$ cat config.mk
export PLATFORM = sky130hd
export DESIGN_NAME = btn_guess_capture
export DESIGN_NICKNAME = d
export VERILOG_FILES = /design/src/rtl/btn_guess_capture.sv
export SDC_FILE = /design/constraint.sdc
export NUM_CORES = 1
export LEC_CHECK = 0
export ABC_CLOCK_PERIOD_IN_PS = 2900
export CAP_MARGIN = 25
export CORE_ASPECT_RATIO = 0.8
export CORE_MARGIN = 2
export CORE_UTILIZATION = 55
export DETAILED_ROUTE_END_ITERATION = 12
export PLACE_DENSITY = 0.75
export SLEW_MARGIN = 0
export SYNTH_ARGS = -nofsm -noshare
export SYNTH_HDL_FRONTEND = slang
export SYNTH_SLANG_ARGS = --single-unit
export TNS_END_PERCENT = 20
$ cat constraint.sdc
create_clock -name clk -period 2.9 [get_ports clk]
set_input_delay 0.725 -clock clk [delete_from_list [all_inputs] [get_ports clk]]
set_output_delay 0.725 -clock clk [all_outputs]
set_load 0.05 [all_outputs]
$ cat src/rtl/btn_guess_capture.sv
// Push-button front-end: synchronise, debounce and edge-detect N buttons, then buffer the
// highest-priority new press as a guess code for the game controller.
module btn_guess_capture #(
    parameter int unsigned NUM_BTN  = 5,
    parameter int unsigned CODE_W   = 3,
    parameter int unsigned TICK_W   = 17,
    parameter int unsigned STABLE_N = 3
) (
    input  logic               clk,
    input  logic               rst,
    input  logic [NUM_BTN-1:0] btn,
    input  logic               sw_rst,
    input  logic               arm,
    input  logic               guess_ack,
    output logic [CODE_W-1:0]  guess_code,
    output logic               guess_valid,
    output logic               dropped,
    output logic [NUM_BTN-1:0] btn_level,
    output logic               soft_rst
);

    localparam logic [CODE_W-1:0] NoCode    = CODE_W'(NUM_BTN);
    localparam logic [3:0]        StableCnt = 4'(STABLE_N);

    logic [NUM_BTN-1:0]      btn_s1_q, btn_s1_d, btn_s2_q, btn_s2_d;
    logic                    sw_s1_q, sw_s1_d, sw_s2_q, sw_s2_d;
    logic                    soft_rst_q, soft_rst_d;
    logic [TICK_W-1:0]       tick_cnt_q, tick_cnt_d;
    logic                    tick;
    logic [NUM_BTN-1:0][3:0] db_cnt_q, db_cnt_d;
    logic [NUM_BTN-1:0]      level_q, level_d;
    logic [NUM_BTN-1:0]      level_prev_q, level_prev_d;
    logic [NUM_BTN-1:0]      rise_q, rise_d;
    logic                    hit;
    logic [CODE_W-1:0]       enc;
    logic [CODE_W-1:0]       code_q, code_d;
    logic                    valid_q, valid_d;
    logic                    dropped_q, dropped_d;
    logic                    take;

    always_comb begin
        btn_s1_d   = btn;
        btn_s2_d   = btn_s1_q;
        sw_s1_d    = sw_rst;
        sw_s2_d    = sw_s1_q;
        soft_rst_d = sw_s2_q;
        tick_cnt_d = tick_cnt_q + 1'b1;
    end

    // Tick fires in the cycle the counter is about to wrap back to zero.
    assign tick = &tick_cnt_q;

    always_comb begin
        db_cnt_d = db_cnt_q;
        level_d  = level_q;
        if (tick) begin
            for (int i = 0; i < int'(NUM_BTN); i++) begin
                if (btn_s2_q[i] != level_q[i]) begin
                    if (db_cnt_q[i] + 4'd1 >= StableCnt) begin
                        level_d[i]  = ~level_q[i];
                        db_cnt_d[i] = '0;
                    end else begin
                        db_cnt_d[i] = db_cnt_q[i] + 4'd1;
                    end
                end else begin
                    db_cnt_d[i] = '0;
                end
            end
        end
    end

    always_comb begin
        level_prev_d = level_q;
        rise_d       = level_q & ~level_prev_q;
    end

    // Scan downwards so the lowest set index wins.
    always_comb begin
        hit = |rise_q;
        enc = NoCode;
        for (int i = int'(NUM_BTN) - 1; i >= 0; i--) begin
            if (rise_q[i]) begin
                enc = CODE_W'(i);
            end
        end
    end

    always_comb begin
        code_d    = code_q;
        valid_d   = valid_q;
        dropped_d = dropped_q;
        take      = hit && arm && (!valid_q || guess_ack);
        if (take) begin
            code_d  = enc;
            valid_d = 1'b1;
        end else begin
            if (hit && arm && valid_q) begin
                dropped_d = 1'b1;
            end
            if (guess_ack && valid_q) begin
                valid_d = 1'b0;
                code_d  = NoCode;
            end
        end
    end

    always_ff @(posedge clk) begin
        if (rst) begin
            btn_s1_q     <= '0;
            btn_s2_q     <= '0;
            sw_s1_q      <= 1'b0;
            sw_s2_q      <= 1'b0;
            soft_rst_q   <= 1'b0;
            tick_cnt_q   <= '0;
            db_cnt_q     <= '0;
            level_q      <= '0;
            level_prev_q <= '0;
            rise_q       <= '0;
            code_q       <= NoCode;
            valid_q      <= 1'b0;
            dropped_q    <= 1'b0;
        end else begin
            btn_s1_q     <= btn_s1_d;
            btn_s2_q     <= btn_s2_d;
            sw_s1_q      <= sw_s1_d;
            sw_s2_q      <= sw_s2_d;
            soft_rst_q   <= soft_rst_d;
            tick_cnt_q   <= tick_cnt_d;
            db_cnt_q     <= db_cnt_d;
            level_q      <= level_d;
            level_prev_q <= level_prev_d;
            rise_q       <= rise_d;
            code_q       <= code_d;
            valid_q      <= valid_d;
            dropped_q    <= dropped_d;
        end
    end

    assign guess_code  = code_q;
    assign guess_valid = valid_q;
    assign dropped     = dropped_q;
    assign btn_level   = level_q;
    assign soft_rst    = soft_rst_q;

endmodule

==> impl_metrics.json <==
{
  "cts_resized": 0,
  "crit_family": "buffers and inverters",
  "clkPwrFrac": 0.470,
  "setup_tns_ps": 0,
  "intPower_mw": 1.56,
  "avgSynthCellArea_sq_um": 9.88,
  "yosys.area_share.simple": 0.250,
  "numPortBuffers": 20,
  "rsz0062_at_grt": "false",
  "wl_um": 4800,
  "grt.total_usage": 0.179,
  "synth_nets": 322,
  "syn_area_sq_um": 2970,
  "fin_nets": 342,
  "pwr-share-comb": 0.026,
  "htree_levels": 3,
  "vias_per_cell": 5.15,
  "synthCells": 300,
  "synth_cell_type_count": 44,
  "ant_nets": 0,
  "synthArstFlopShare": 0,
  "synth_edf_count": 0,
  "synthAdderAreaFrac": 0.0506,
  "holdBufCountCts": 0,
  "slowest_stage": "clkdlybuf4s50_1",
  "holdPathEnd": "rise_q[4]",
  "dieWidth_um": 86.1,
  "start_util": 0.582,
  "final-hold-violation-count": 0,
  "synth_top_family_by_area": "simple AND/OR/NAND/NOR gates",
  "p_switching_uw": 380,
  "dp_hpwl_um": 3440,
  "grt_pass1_wl_um": 8450,
  "grtUsageMet1": 0.239,
  "holdPathStages": 1,
  "min_path_type": "reg2reg",
  "tritoncts": "done",
  "yosysMostFrequentCell": "dfxtp_1",
  "leakage_nw": 1.32,
  "grt_antenna_before_repair": 0,
  "worst_clock_skew_ps": 8.01,
  "synthTopCellsByCount": "70 x dfxtp_1, 27 x nor2_1, 21 x nand2_1",
  "power_per_cell_area_nw_per_um2": 574,
  "postCtsSetupRepairBufs": 0,
  "multiInputGateArea_sq_um": 1420,
  "clock-sinks": 70,
  "worstSetupEndpointType": "output port",
  "dieArea_sq_um": 6000,
  "r2r-end": "db_cnt_q[9]",
  "fillCellCount": 414,
  "num_antenna_cells": 0,
  "worstPathCellList": "clkdlybuf4s50_1",
  "clkTransAtPathRegs_ps": 70,
  "cts.path.max_buffers": 2,
  "r2r_cells": 6,
  "ys_seq_elements": 70,
  "switching_share": 0.195,
  "setup_viol": 0,
  "finalCritPeriodShare": 0.810,
  "yosysTopAreaCell": "dfxtp_1",
  "synthMuxAreaShare": 0.0169,
  "core_area_sq_um": 5090,
  "yosys.area.top_type_share": 0.473,
  "num_vias": 1994,
  "gp_congestion": 0.732,
  "ir_drop_mv": 0.506,
  "place_inst": 371,
  "ys_seq_area_frac": 0.473,
  "placementRows": 23,
  "area_delta_synth_final_pct": 14.2,
  "status": "finished clean",
  "met2_usage": 0.269,
  "drcViolationCount": 0,
  "path_buf_inv": 1,
  "timing.hold.ws_ps": 383,
  "crit_required_ps": 2170,
  "seq_area_sq_um": 1400,
  "grt-ovfl-total": 0,
  "reg2reg_setup_slack_ps": 940,
  "yosys-top-cells-area": "dfxtp_1 47%, ha_1 5.1%, and2_1 3.6%, nor2_1 3.4%, nor2b_1 3.4%",
  "crit-reg2reg-launch": "tick_cnt_q[2]",
  "maxCapViolations": 0,
  "top_usage_layer": "met2",
  "synth-compound-area-share": 0.113,
  "drtIter0Drc": 95,
  "min-delay-start": "level_prev_q[4]",
  "relSlewSlack": 0.667,
  "critPathKind": "reg2out",
  "wl_per_cell_um": 12.4,
  "fin_crit_ps": 2350,
  "cp.arrival_ps": 1620,
  "clock_latency_ps": 340,
  "fmax_mhz": 426,
  "seqPwrFrac": 0.503,
  "max_stage_delay_ps": 850,
  "fp.dieH_um": 69.7,
  "synth-main-ff-cell": "dfxtp_1",
  "grt_max_degree": 37,
  "clockRootBuffer": "clkbuf_8",
  "cts_buffers": 9,
  "startpoint_type": "flip-flop",
  "yosysWarnings": 0,
  "slew_violations": 0,
  "tightestPinTransition_ps": 497,
  "crit_fanout": 8,
  "dr.pass1.iters": 4,
  "pin_count": 21,
  "synthXorXnorAreaFrac": 0.0473,
  "use_met3": 0.0643,
  "drive_above_1_share": 0.108,
  "final_cells": 387,
  "grt_pass1_vias": 1910
}
==> cells by family (layout without fill, tap and decap cells) <==
group | count (synthesis) | count (layout)
AND/OR/NAND/NOR | 128 | 128
flip-flops | 70 | 70
adder cells (fa/ha/maj) | 12 | 12
multiplexers | 5 | 5
buffers and inverters | 24 | 49
AO/OA/AOI/OAI | 45 | 45
XOR/XNOR | 16 | 16
==> area by class of cell <==
class,count,area share
multi-input cells,206,0.418
flip-flops and latches,70,0.414
repair buffers,22,0.0635
clock buffers,9,0.0366
clock inverters,7,0.0332
well taps,62,0.0229
inverters,11,0.0122
==> state kept, by name, indices dropped and copies added (netlist names) <==
register / flops
soft_rst_d: 1
guess_code: 3
rise_q: 5
sw_s1_q: 1
tick_cnt_q: 17
guess_valid: 1
soft_rst: 1
level_prev_q: 5
btn_level: 5
btn_s1_q: 5
dropped: 1
db_cnt_q: 20
btn_s2_q: 5
==> cells in the final DEF, fill, tap and decap left out, types with 3 or more instances in the layout <==
cell type	count
dfxtp_1	70
nor2_1	27
nand2_1	21
clkdlybuf4s50_1	20
and2_1	17
nor2b_1	16
nand2b_1	14
ha_1	12
inv_1	11
xor2_1	10
o41ai_1	10
a21oi_1	10
clkbuf_8	9
xnor2_1	6
o21ai_0	6
nand4_1	5
or2_2	5
o21ai_1	5
mux2i_1	5
nand3_1	4
a22oi_1	4
a221oi_2	4
and4_1	3
and4b_1	3
or3_1	3
bufinv_16	3
clkinv_2	3
==> layer usage <==
| layer | wire length, um | up-vias |
|---|---|---|
| li1 | - | 1066 |
| met1 | 2460 | 890 |
| met2 | 2100 | 28 |
| met3 | 169 | 10 |
| met4 | 65 | 0 |
| met5 | 0 | - |
==> power groups by stage <==
stage | Sequential, mW | Combinational (mW) | Clock, mW
final | 0.978 | 0.0514 | 0.915
after global routing | 0.979 | 0.0583 | 0.984
after CTS | 0.978 | 0.0525 | 0.933
after detailed placement | 1.00 | 0.0523 | 0
after global placement | 1.00 | 0.0506 | 0
after floorplan | 1.00 | 0.0329 | 0
==> worst max path at each step <==
stage / from / endpoint / slack (ps) / cells after the start
after detailed placement: rst / db_cnt_q[9] / 610 / 3
final: guess_valid / guess_valid / 550 / 1
after CTS: guess_valid / guess_valid / 540 / 1
after global placement: rst / btn_level[3] / 720 / 4
after global routing: guess_valid / guess_valid / 480 / 1
after floorplan: tick_cnt_q[2] / db_cnt_q[12] / 1190 / 8
==> worst reg2reg max path, cell delays in order, from the launching register on <==
cell and delay, ps:
dfxtp_1 410, and4_4 350, nand3_4 110, nor2_1 130
ha_1 180, nand2b_1 240, o41ai_1 430
==> metrics by stage <==
stage          power [mW]  utilization  cell area [sq um]  setup slack [ps]
3_5_place_dp         1.05        0.619               3150               612
2_1_floorplan        1.03            -               2970              1190
5_1_grt              2.02        0.665               3390               484
3_3_place_gp         1.05        0.619               3150               721
6_report             1.94        0.665               3390               551
4_1_cts              1.96        0.665               3390               540
Note: power is estimated with default switching activity, not from simulation.
